==> config.mk <==
export PLATFORM = sky130hd
export DESIGN_NAME = uart_avmm_master
export DESIGN_NICKNAME = d
export VERILOG_FILES = /design/src/rtl/uart_pkg.sv /design/src/rtl/uart_rx_fifo.sv /design/src/rtl/uart_avmm_master.sv
export SDC_FILE = /design/constraint.sdc
export NUM_CORES = 1
export LEC_CHECK = 0
export ABC_CLOCK_PERIOD_IN_PS = 2300
export CORE_ASPECT_RATIO = 1.25
export CORE_MARGIN = 5
export CORE_UTILIZATION = 56
export CTS_CLUSTER_SIZE = 25
export DETAILED_ROUTE_END_ITERATION = 8
export DONT_BUFFER_PORTS = 1
export PLACE_DENSITY = 0.74
export SLEW_MARGIN = 20
export SYNTH_ARGS = -nofsm -noshare
export SYNTH_HDL_FRONTEND = slang
export SYNTH_SLANG_ARGS = --single-unit
==> constraint.sdc <==
create_clock -name clk_i -period 2.3 [get_ports clk_i]
set_input_delay 0.345 -clock clk_i [delete_from_list [all_inputs] [get_ports clk_i]]
set_output_delay 0.345 -clock clk_i [all_outputs]
set_load 0.02 [all_outputs]
==> src/rtl/uart_pkg.sv <==
// rtl/uart_pkg.sv - shared constants and state type for the UART Avalon-MM master
package uart_pkg;

    localparam logic [3:0] ADDR_TX   = 4'd0;
    localparam logic [3:0] ADDR_STAT = 4'd1;
    localparam logic [3:0] ADDR_RX   = 4'd2;

    localparam int STAT_READY = 0;
    localparam int STAT_BUSY  = 1;

    localparam logic [2:0] S_IDLE      = 3'd0;
    localparam logic [2:0] S_RX_RD     = 3'd1;
    localparam logic [2:0] S_RX_WAIT   = 3'd2;
    localparam logic [2:0] S_POLL_RD   = 3'd3;
    localparam logic [2:0] S_POLL_WAIT = 3'd4;
    localparam logic [2:0] S_TX_WR     = 3'd5;
    localparam logic [2:0] S_SETTLE    = 3'd6;

    typedef enum logic [2:0] {
        ST_IDLE      = S_IDLE,
        ST_RX_RD     = S_RX_RD,
        ST_RX_WAIT   = S_RX_WAIT,
        ST_POLL_RD   = S_POLL_RD,
        ST_POLL_WAIT = S_POLL_WAIT,
        ST_TX_WR     = S_TX_WR,
        ST_SETTLE    = S_SETTLE
    } uart_mst_state_t;

endpackage

==> src/rtl/uart_rx_fifo.sv <==
// rtl/uart_rx_fifo.sv - synchronous FIFO holding bytes read from the UART RX register
module uart_rx_fifo #(
    parameter int WIDTH = 8,
    parameter int DEPTH = 4
) (
    input  logic             clk_i,
    input  logic             reset_n_i,
    input  logic             push,
    input  logic [WIDTH-1:0] push_data,
    input  logic             pop,
    output logic [WIDTH-1:0] pop_data,
    output logic             full,
    output logic             empty
);

    localparam int AW = $clog2(DEPTH);

    logic [WIDTH-1:0] mem [DEPTH];
    logic [AW:0]      wr_ptr;
    logic [AW:0]      rd_ptr;
    logic             do_push;
    logic             do_pop;

    // Extra pointer MSB distinguishes full from empty when the indices match.
    assign empty    = (wr_ptr == rd_ptr);
    assign full     = (wr_ptr[AW] != rd_ptr[AW]) && (wr_ptr[AW-1:0] == rd_ptr[AW-1:0]);
    assign do_push  = push && !full;
    assign do_pop   = pop && !empty;
    assign pop_data = empty ? '0 : mem[rd_ptr[AW-1:0]];

    always_ff @(posedge clk_i) begin
        if (!reset_n_i) begin
            wr_ptr <= '0;
            rd_ptr <= '0;
        end else begin
            if (do_push) begin
                mem[wr_ptr[AW-1:0]] <= push_data;
                wr_ptr              <= wr_ptr + 1'b1;
            end
            if (do_pop) begin
                rd_ptr <= rd_ptr + 1'b1;
            end
        end
    end

endmodule

==> src/rtl/uart_avmm_master.sv <==
// rtl/uart_avmm_master.sv - Avalon-MM master feeding uart_core TX and draining its RX
module uart_avmm_master
    import uart_pkg::*;
#(
    parameter int RD_LATENCY    = 1,
    parameter int SETTLE_CYCLES = 2,
    parameter int RX_DEPTH      = 4
) (
    input  logic       clk_i,
    input  logic       reset_n_i,
    input  logic [7:0] tx_data_i,
    input  logic       tx_valid_i,
    output logic       tx_ready_o,
    output logic [7:0] rx_data_o,
    output logic       rx_valid_o,
    input  logic       rx_ready_i,
    input  logic       irq_i,
    output logic [3:0] avm_address_o,
    output logic       avm_byteenable_o,
    output logic       avm_read_o,
    output logic       avm_write_o,
    output logic [7:0] avm_writedata_o,
    input  logic [7:0] avm_readdata_i,
    output logic       rx_overflow_o,
    input  logic       clr_err_i,
    output logic       idle_o
);

    uart_mst_state_t state;
    logic [7:0]      cnt;
    logic [7:0]      tx_byte;
    logic            tx_held;
    logic            rx_pending;
    logic            rx_overflow;
    logic            rx_done;
    logic            poll_done;
    logic            settle_done;
    logic            fifo_full;
    logic            fifo_empty;
    logic            fifo_push;
    logic            fifo_pop;
    logic            ovf_set;

    assign rx_done     = (state == ST_RX_WAIT)   && (cnt == 8'(RD_LATENCY - 1));
    assign poll_done   = (state == ST_POLL_WAIT) && (cnt == 8'(RD_LATENCY - 1));
    assign settle_done = (state == ST_SETTLE)    && (cnt == 8'(SETTLE_CYCLES - 1));

    assign fifo_push = rx_done && !fifo_full;
    assign fifo_pop  = rx_valid_o && rx_ready_i;

    // A second IRQ is only a loss if the pending one is not being retired this cycle.
    assign ovf_set = (irq_i && rx_pending && !rx_done) || (rx_done && fifo_full);

    assign tx_ready_o       = ~tx_held;
    assign rx_valid_o       = ~fifo_empty;
    assign rx_overflow_o    = rx_overflow;
    assign idle_o           = (state == ST_IDLE) && !tx_held && !rx_pending;
    assign avm_byteenable_o = 1'b1;
    assign avm_read_o       = (state == ST_RX_RD) || (state == ST_POLL_RD);
    assign avm_write_o      = (state == ST_TX_WR);
    assign avm_writedata_o  = (state == ST_TX_WR) ? tx_byte : 8'h00;

    always_comb begin
        avm_address_o = ADDR_TX;
        if (state == ST_RX_RD) begin
            avm_address_o = ADDR_RX;
        end else if (state == ST_POLL_RD) begin
            avm_address_o = ADDR_STAT;
        end
    end

    always_ff @(posedge clk_i) begin
        if (!reset_n_i) begin
            state       <= ST_IDLE;
            cnt         <= 8'd0;
            tx_byte     <= 8'h00;
            tx_held     <= 1'b0;
            rx_pending  <= 1'b0;
            rx_overflow <= 1'b0;
        end else begin
            if (tx_valid_i && !tx_held) begin
                tx_held <= 1'b1;
                tx_byte <= tx_data_i;
            end else if (state == ST_TX_WR) begin
                tx_held <= 1'b0;
            end

            if (irq_i) begin
                rx_pending <= 1'b1;
            end else if (rx_done) begin
                rx_pending <= 1'b0;
            end

            if (clr_err_i) begin
                rx_overflow <= 1'b0;
            end else if (ovf_set) begin
                rx_overflow <= 1'b1;
            end

            case (state)
                ST_IDLE: begin
                    cnt <= 8'd0;
                    if (rx_pending) begin
                        state <= ST_RX_RD;
                    end else if (tx_held) begin
                        state <= ST_POLL_RD;
                    end
                end
                ST_RX_RD: begin
                    cnt   <= 8'd0;
                    state <= ST_RX_WAIT;
                end
                ST_RX_WAIT: begin
                    if (rx_done) begin
                        state <= ST_IDLE;
                    end else begin
                        cnt <= cnt + 8'd1;
                    end
                end
                ST_POLL_RD: begin
                    cnt   <= 8'd0;
                    state <= ST_POLL_WAIT;
                end
                ST_POLL_WAIT: begin
                    // Not-ready goes back through IDLE so RX can be serviced between retries.
                    if (poll_done) begin
                        state <= avm_readdata_i[STAT_READY] ? ST_TX_WR : ST_IDLE;
                    end else begin
                        cnt <= cnt + 8'd1;
                    end
                end
                ST_TX_WR: begin
                    cnt   <= 8'd0;
                    state <= ST_SETTLE;
                end
                ST_SETTLE: begin
                    if (settle_done) begin
                        state <= ST_IDLE;
                    end else begin
                        cnt <= cnt + 8'd1;
                    end
                end
                default: begin
                    state <= ST_IDLE;
                end
            endcase
        end
    end

    uart_rx_fifo #(
        .WIDTH (8),
        .DEPTH (RX_DEPTH)
    ) u_rx_fifo (
        .clk_i     (clk_i),
        .reset_n_i (reset_n_i),
        .push      (fifo_push),
        .push_data (avm_readdata_i),
        .pop       (fifo_pop),
        .pop_data  (rx_data_o),
        .full      (fifo_full),
        .empty     (fifo_empty)
    );

endmodule

==> impl_metrics.json, run 1 <==
{
  "hp-class": "input pin to flop",
  "netlist.top_cell.by_area": "edfxtp_1",
  "ant_nets": 0,
  "viasPerCell": 5.95,
  "power_density_nw_per_um2": 866,
  "fin_setup_tns_ns": 0,
  "clock_path_buffers": 2,
  "utilization_pct": 63.1,
  "whs_ns": 0.0932,
  "period_share_pct": 92.6,
  "power_frac_comb_pct": 16.7,
  "ys_types": 45,
  "cp.required_ns": 1.96,
  "status": "finished, final reports clean",
  "tritoncts": "built",
  "arrival_ns": 1.79,
  "dp_hpwl_mm": 4.04,
  "grt_pass1_wl_mm": 9.12,
  "die-area_sq_um": 6770,
  "peakVddDrop_v": 0.000453,
  "ys_warn_count": 0,
  "hold_viol": 0,
  "cpMaxStageDelayCell": "dfxtp_1",
  "synth-seq-cells": 62,
  "crit_end": "rx_data_o[1]",
  "gp_congestion": 0.842,
  "r2r_cells": 6,
  "holdPathStages": 1,
  "post-cts-setup-buffers": 0,
  "synthTopCellsByArea": "edfxtp_1 (33%), dfxtp_1 (21%), mux4_2 (6.2%)",
  "coreArea_sq_um": 5080,
  "cts_htree_levels": 3,
  "route.detailed.drc": 0,
  "rsz0062_at_grt": "false",
  "ys_seq_area_share_pct": 53.5,
  "syn_area_sq_um": 2920,
  "dieWidth_um": 74.6,
  "internal_power_uw": 2010,
  "power.share.sequential_pct": 45.6,
  "cts.sinks": 62,
  "diodes": 0,
  "drive_above_1_share_pct": 14.1,
  "path_buf_inv": 0,
  "worstMarginPinSlew_ns": 0.603,
  "pin_count": 49,
  "reg2reg_to": "u_rx_fifo.mem[0][7]",
  "wl_mm": 5.61,
  "worstSetupStartpointType": "flop",
  "numCtsBuffers": 9,
  "setup_viol": 0,
  "fin_crit_ns": 2.13,
  "post_drt_wl_per_cell_um": 16.6,
  "grt_max_degree": 23,
  "synth_cells": 269,
  "path_clk_slew_ns": 0.07,
  "cpLargestDelayFamily": "flip-flops",
  "path_class": "flop to primary output",
  "min_from": "clr_err_i",
  "drtPass1Iterations": 4,
  "clk_latency_ns": 0.33,
  "fin_nets": 301,
  "path_max_fanout": 8,
  "clkPwrFrac_pct": 37.7,
  "synth_edf_count": 32,
  "maxCapViolCount": 0,
  "hold_buffers": 0,
  "areaGrowthSynthToFinish_pct": 9.86,
  "initial_utilization_pct": 57.5,
  "endpoint_kind": "primary output",
  "relSlewSlack_pct": 59.6,
  "place.port_buffers": 0,
  "grt_pass1_vias": 1896,
  "reg2reg_slack_ns": 0.25,
  "grt.overflow.total": 0,
  "drv_slew": 0,
  "fin_worst_skew_ns": 0.00418,
  "fp.dieH_um": 90.7,
  "p_leak_uw": 0.00116,
  "cp.depth": 2,
  "yosysTopAreaCellShare_pct": 32.9,
  "power_uw": 2780,
  "max_freq_ghz": 0.469,
  "max_stage_delay_ns": 0.67,
  "antenna_found_initial": 0,
  "r2r_start": "cnt[0]",
  "synth_ff_type": "edfxtp_1",
  "dr.first_iter.drc_count": 107,
  "placementRows": 29,
  "grt_usage_pct": 17.7,
  "p_switching_uw": 763,
  "ys_async_sr_fraction_pct": 0,
  "path_cells": "mux4_2 -> nor2b_1",
  "vias": 2011,
  "p_sw_share_pct": 27.5,
  "cts_root_buf": "clkbuf_8",
  "avgSynthCellArea_sq_um": 10.9
}
==> kinds of logic (layout without fill, tap and decap cells) <==
kind of cell,after synthesis,after routing,share of synthesized area (%)
AOI/OAI and AO/OA,46,46,9.64
DFF,62,62,53.5
and+or+nand+nor,108,108,20.4
other,2,3,0.257
xor gates and xnor gates,7,7,2.10
buffers and inverters,26,32,3.81
muxes,10,10,6.86
adders and majority gates,8,8,3.43
==> layout by cell type (no fill, tap or decap), drive strengths merged, types with 4 or more instances in the layout <==
cell type  netlist  final
nor4             4      4
nor2            15     15
dfxtp           30     30
inv              9      9
nor3             5      5
o21ai           10     10
o211ai           6      6
ha               8      8
nor2b           13     13
mux4             8      8
and3            12     12
nand3            6      6
buf              6      7
xor2             6      6
clkbuf          11     10
edfxtp          32     32
nand3b           5      5
nand2           36     36
a21oi           16     16
nand4b           4      4
==> layout make-up <==
cell class / count / area [sq um]
Sequential cell: 62 / 1560
Clock buffer: 10 / 138
Clock inverter: 6 / 85.1
Fill cell: 414 / 1870
Tap cell: 62 / 77.6
Inverter: 9 / 33.8
Timing Repair Buffer: 7 / 52.6
Multi-Input combinational cell: 182 / 1260
==> power groups by stage <==
stage,logic [uW],registers (uW),clock network (uW)
floorplan,415,1260,0
global placement,453,1290,0
detailed placement,464,1290,0
CTS,467,1270,1060
global route,513,1280,1120
finish,465,1270,1050
==> Yosys cell counts, types with 2 or more instances <==
master,n
buf_2,2
o21ai_0,8
and2_1,3
nor2b_1,13
or3_1,2
nand2_1,36
and3_1,12
a31oi_1,3
o21ai_1,2
o211ai_1,6
nor4_1,3
dfxtp_1,30
edfxtp_1,32
conb_1,2
a21oi_1,16
nand3b_1,5
o31ai_1,2
nand4b_1,4
o22ai_1,2
ha_1,8
nor2_1,14
buf_4,3
mux2i_1,2
xor2_1,6
inv_1,9
nor3_1,4
clkbuf_1,11
nand3_1,5
mux4_2,8
==> worst reg2reg max path: stages (launching register included) <==
cell and delay [ns]:
dfxtp_1 0.36, inv_1 0.09, ha_1 0.26, and4bb_2 0.29, nand3_4 0.12, nor2_1 0.26
and3_2 0.36
==> worst min-delay path by stage <==
stage | end | slack (ns)
6_report | rx_overflow_o | 0.09
2_1_floorplan | rx_overflow_o | 0.43
3_3_place_gp | tx_byte[5] | 0.44
3_5_place_dp | rx_overflow_o | 0.44
4_1_cts | rx_overflow_o | 0.08
5_1_grt | rx_overflow_o | 0.07
==> through the flow <==
step	area [sq um]	setup slack (ns)	instances
2_1_floorplan	2920	0.0146	270
3_3_place_gp	2980	0.222	322
3_5_place_dp	2980	0.121	322
4_1_cts	3200	0.113	338
5_1_grt	3210	0.0254	338
6_report	3210	0.169	338
==> routing by layer <==
layer,routed length [um],track usage (%),part of all wire [%]
met5,0,0,0
met4,129,8.16,2.3
met3,312,5.57,5.6
met2,2970,28.9,53
met1,2200,20.6,39
==> state kept, by name (all words and copies together) (netlist names), named ones only <==
signal,cells
tx_held,1
u_rx_fifo.wr_ptr,3
tx_byte,8
cnt,8
rx_pending,1
state,3
u_rx_fifo.rd_ptr,3
rx_overflow_o,1
u_rx_fifo.mem,32
==> timing repair <==
| action | in CTS | in global routing |
|---|---|---|
| gates cloned | 0 | 0 |
| endpoints found under the setup margin | 9 | 20 |
| gates resized for setup | 1 | 3 |
| pin swaps | 0 | 0 |
Power figures use the tool's default switching activity.
==> run 2, diff against run 1 <==
--- a/config.mk
+++ b/config.mk
@@ -12,7 +12,7 @@
 export CTS_CLUSTER_SIZE = 25
 export DETAILED_ROUTE_END_ITERATION = 8
 export DONT_BUFFER_PORTS = 1
-export PLACE_DENSITY = 0.74
+export PLACE_DENSITY = 0.86
 export SLEW_MARGIN = 20
 export SYNTH_ARGS = -nofsm -noshare
 export SYNTH_HDL_FRONTEND = slang
==> run 2 against run 1 <==
Against the previous run:
- cell count is the same
- register-to-register slack improved by 0.02 ns
- die area stayed put
- clock-buffer cell count shrank 1
- worst setup slack worse by 0.0085 ns
- sequential cell count unchanged
- design area is 1.9% lower
- wire length increased by 2.9%
- global-route usage up 0.13 points
- critical endpoint is now rx_data_o[0]
==> impl_metrics.json, run 2 (synthesis results as in run 1) <==
{
  "status": "finished, final reports clean",
  "hold_viol": 0,
  "worstSetupStartpointType": "flop",
  "ant_nets": 0,
  "met1_usage_pct": 19.6,
  "coreArea_sq_um": 5080,
  "cp.depth": 2,
  "cpMaxStageDelayCell": "dfxtp_1",
  "cpLargestDelayFamily": "flip-flops",
  "fin_nets": 301,
  "r2r_start": "cnt[1]",
  "max_freq_ghz": 0.467,
  "numCtsBuffers": 9,
  "route.detailed.drc": 0,
  "initial_utilization_pct": 57.5,
  "fillers": 401,
  "grt_pass1_vias": 1814,
  "dr.first_iter.drc_count": 164,
  "rsz0062_at_grt": "false",
  "timing.final.ws_setup_ns": 0.161,
  "post_drt_wl_per_cell_um": 17.1,
  "worstMarginPinSlew_ns": 0.678,
  "diodes": 0,
  "die-area_sq_um": 6770,
  "use_met2_pct": 29.7,
  "period_share_pct": 93.0,
  "fin_setup_tns_ns": 0,
  "utilization_pct": 61.9,
  "vias": 2018,
  "fin_worst_skew_ns": 0.00976,
  "grt.overflow.total": 0,
  "clock_path_buffers": 2,
  "gp_congestion": 0.834,
  "grt-busiest-layer": "met2",
  "largest_reg_flops": 32,
  "drtPass1Iterations": 5,
  "fp.dieH_um": 90.7,
  "pin_count": 49,
  "reg2reg_slack_ns": 0.27,
  "dieWidth_um": 74.6,
  "p_leak_uw": 0.00113,
  "antenna_found_initial": 0,
  "power_density_nw_per_um2": 807,
  "arrival_ns": 1.79,
  "viasPerCell": 5.97,
  "hp-class": "input pin to flop",
  "wl_mm": 5.78,
  "fin_crit_ns": 2.14,
  "drv_slew": 0,
  "dp_slack_ns": 0.251,
  "path_cells": "mux4_2 -> nor2b_1",
  "cp.required_ns": 1.96,
  "grt_pass1_wl_mm": 9.00,
  "reg2reg_to": "u_rx_fifo.mem[1][6]",
  "path_class": "flop to primary output",
  "cts_root_buf": "clkbuf_8",
  "path_clk_slew_ns": 0.07,
  "r2r_cells": 6,
  "max_stage_delay_ns": 0.66,
  "drive_above_1_share_pct": 13.0,
  "clk_latency_ns": 0.34,
  "cts.sinks": 62,
  "maxCapViolCount": 0,
  "areaGrowthSynthToFinish_pct": 7.76,
  "dp_hpwl_mm": 4.06,
  "path_buf_inv": 0,
  "final_cell_mix": "nand2_1 (36), edfxtp_1 (32), dfxtp_1 (30)",
  "grt_usage_pct": 17.8,
  "tritoncts": "built",
  "crit_end": "rx_data_o[0]",
  "whs_ns": 0.0858,
  "cts_htree_levels": 3,
  "peakVddDrop_v": 0.000453,
  "relSlewSlack_pct": 54.8,
  "grt_use_met3_pct": 6.57,
  "grt_max_degree": 23,
  "final_common_cell": "nand2_1",
  "path_max_fanout": 8,
  "hold_buffers": 0,
  "place.port_buffers": 0,
  "endpoint_kind": "primary output",
  "setup_viol": 0,
  "placementRows": 29
}
run 2: changes by cell type in the layout (fill, tap and decap cells not counted), sizes merged:
| cell | change |
|---|---|
| bufinv | -2 |
| clkinvlp | +2 |
| clkbuf | -1 |
| clkinv | +1 |
run 2: area by class of cell:
type	instances	area, sq um	share of cell area (%)
tap	62	77.6	2.47
clock inverter	7	41.3	1.31
multi-input combinational	182	1250	39.9
timing repair buffer	7	52.6	1.67
sequential	62	1560	49.6
clock buffer	9	124	3.94
inverter	9	33.8	1.07
run 2: timing repair:
item                       in CTS  in global routing
setup endpoints to repair       9                  0
buffers inserted                0                  0
gates resized for setup         1                  0
run 2: worst min path at each step:
stage,from,to,depth (start not counted)
floorplan,clr_err_i,rx_overflow_o,1
finish,clr_err_i,rx_overflow_o,1
global placement,clr_err_i,rx_overflow_o,1
CTS,clr_err_i,rx_overflow_o,1
global route,avm_readdata_i[7],u_rx_fifo.mem[0][7],0
detailed placement,clr_err_i,rx_overflow_o,1
run 2: metal layers:
metal  routed length [um]  share of wire, %
met1                 2190                38
met2                 3010                52
met3                  431               7.5
met4                  141               2.4
met5                    0                 0
run 2: where the power goes:
part,switching (uW),leakage (uW),internal [uW]
clock,430,0.0000784,380
combinational,295,0.000522,166
sequential,55.3,0.000533,1210
total,780,0.00113,1760
run 2: stage by stage:
step,cell area [sq um],power (uW),std cells
after floorplan,2920,1670,270
after global placement,2980,1730,322
after detailed placement,2980,1750,322
after CTS,3150,2560,338
after global routing,3150,2650,338
final,3150,2540,338
run 2: worst register-to-register path: cells and delay by family, from the launching register on:
kind                     cells  cell delay, ns
buffers and inverters        1            0.09
AND/OR/NAND/NOR              4            1.09
flip-flops                   1            0.35
adder cells (fa/ha/maj)      1            0.17
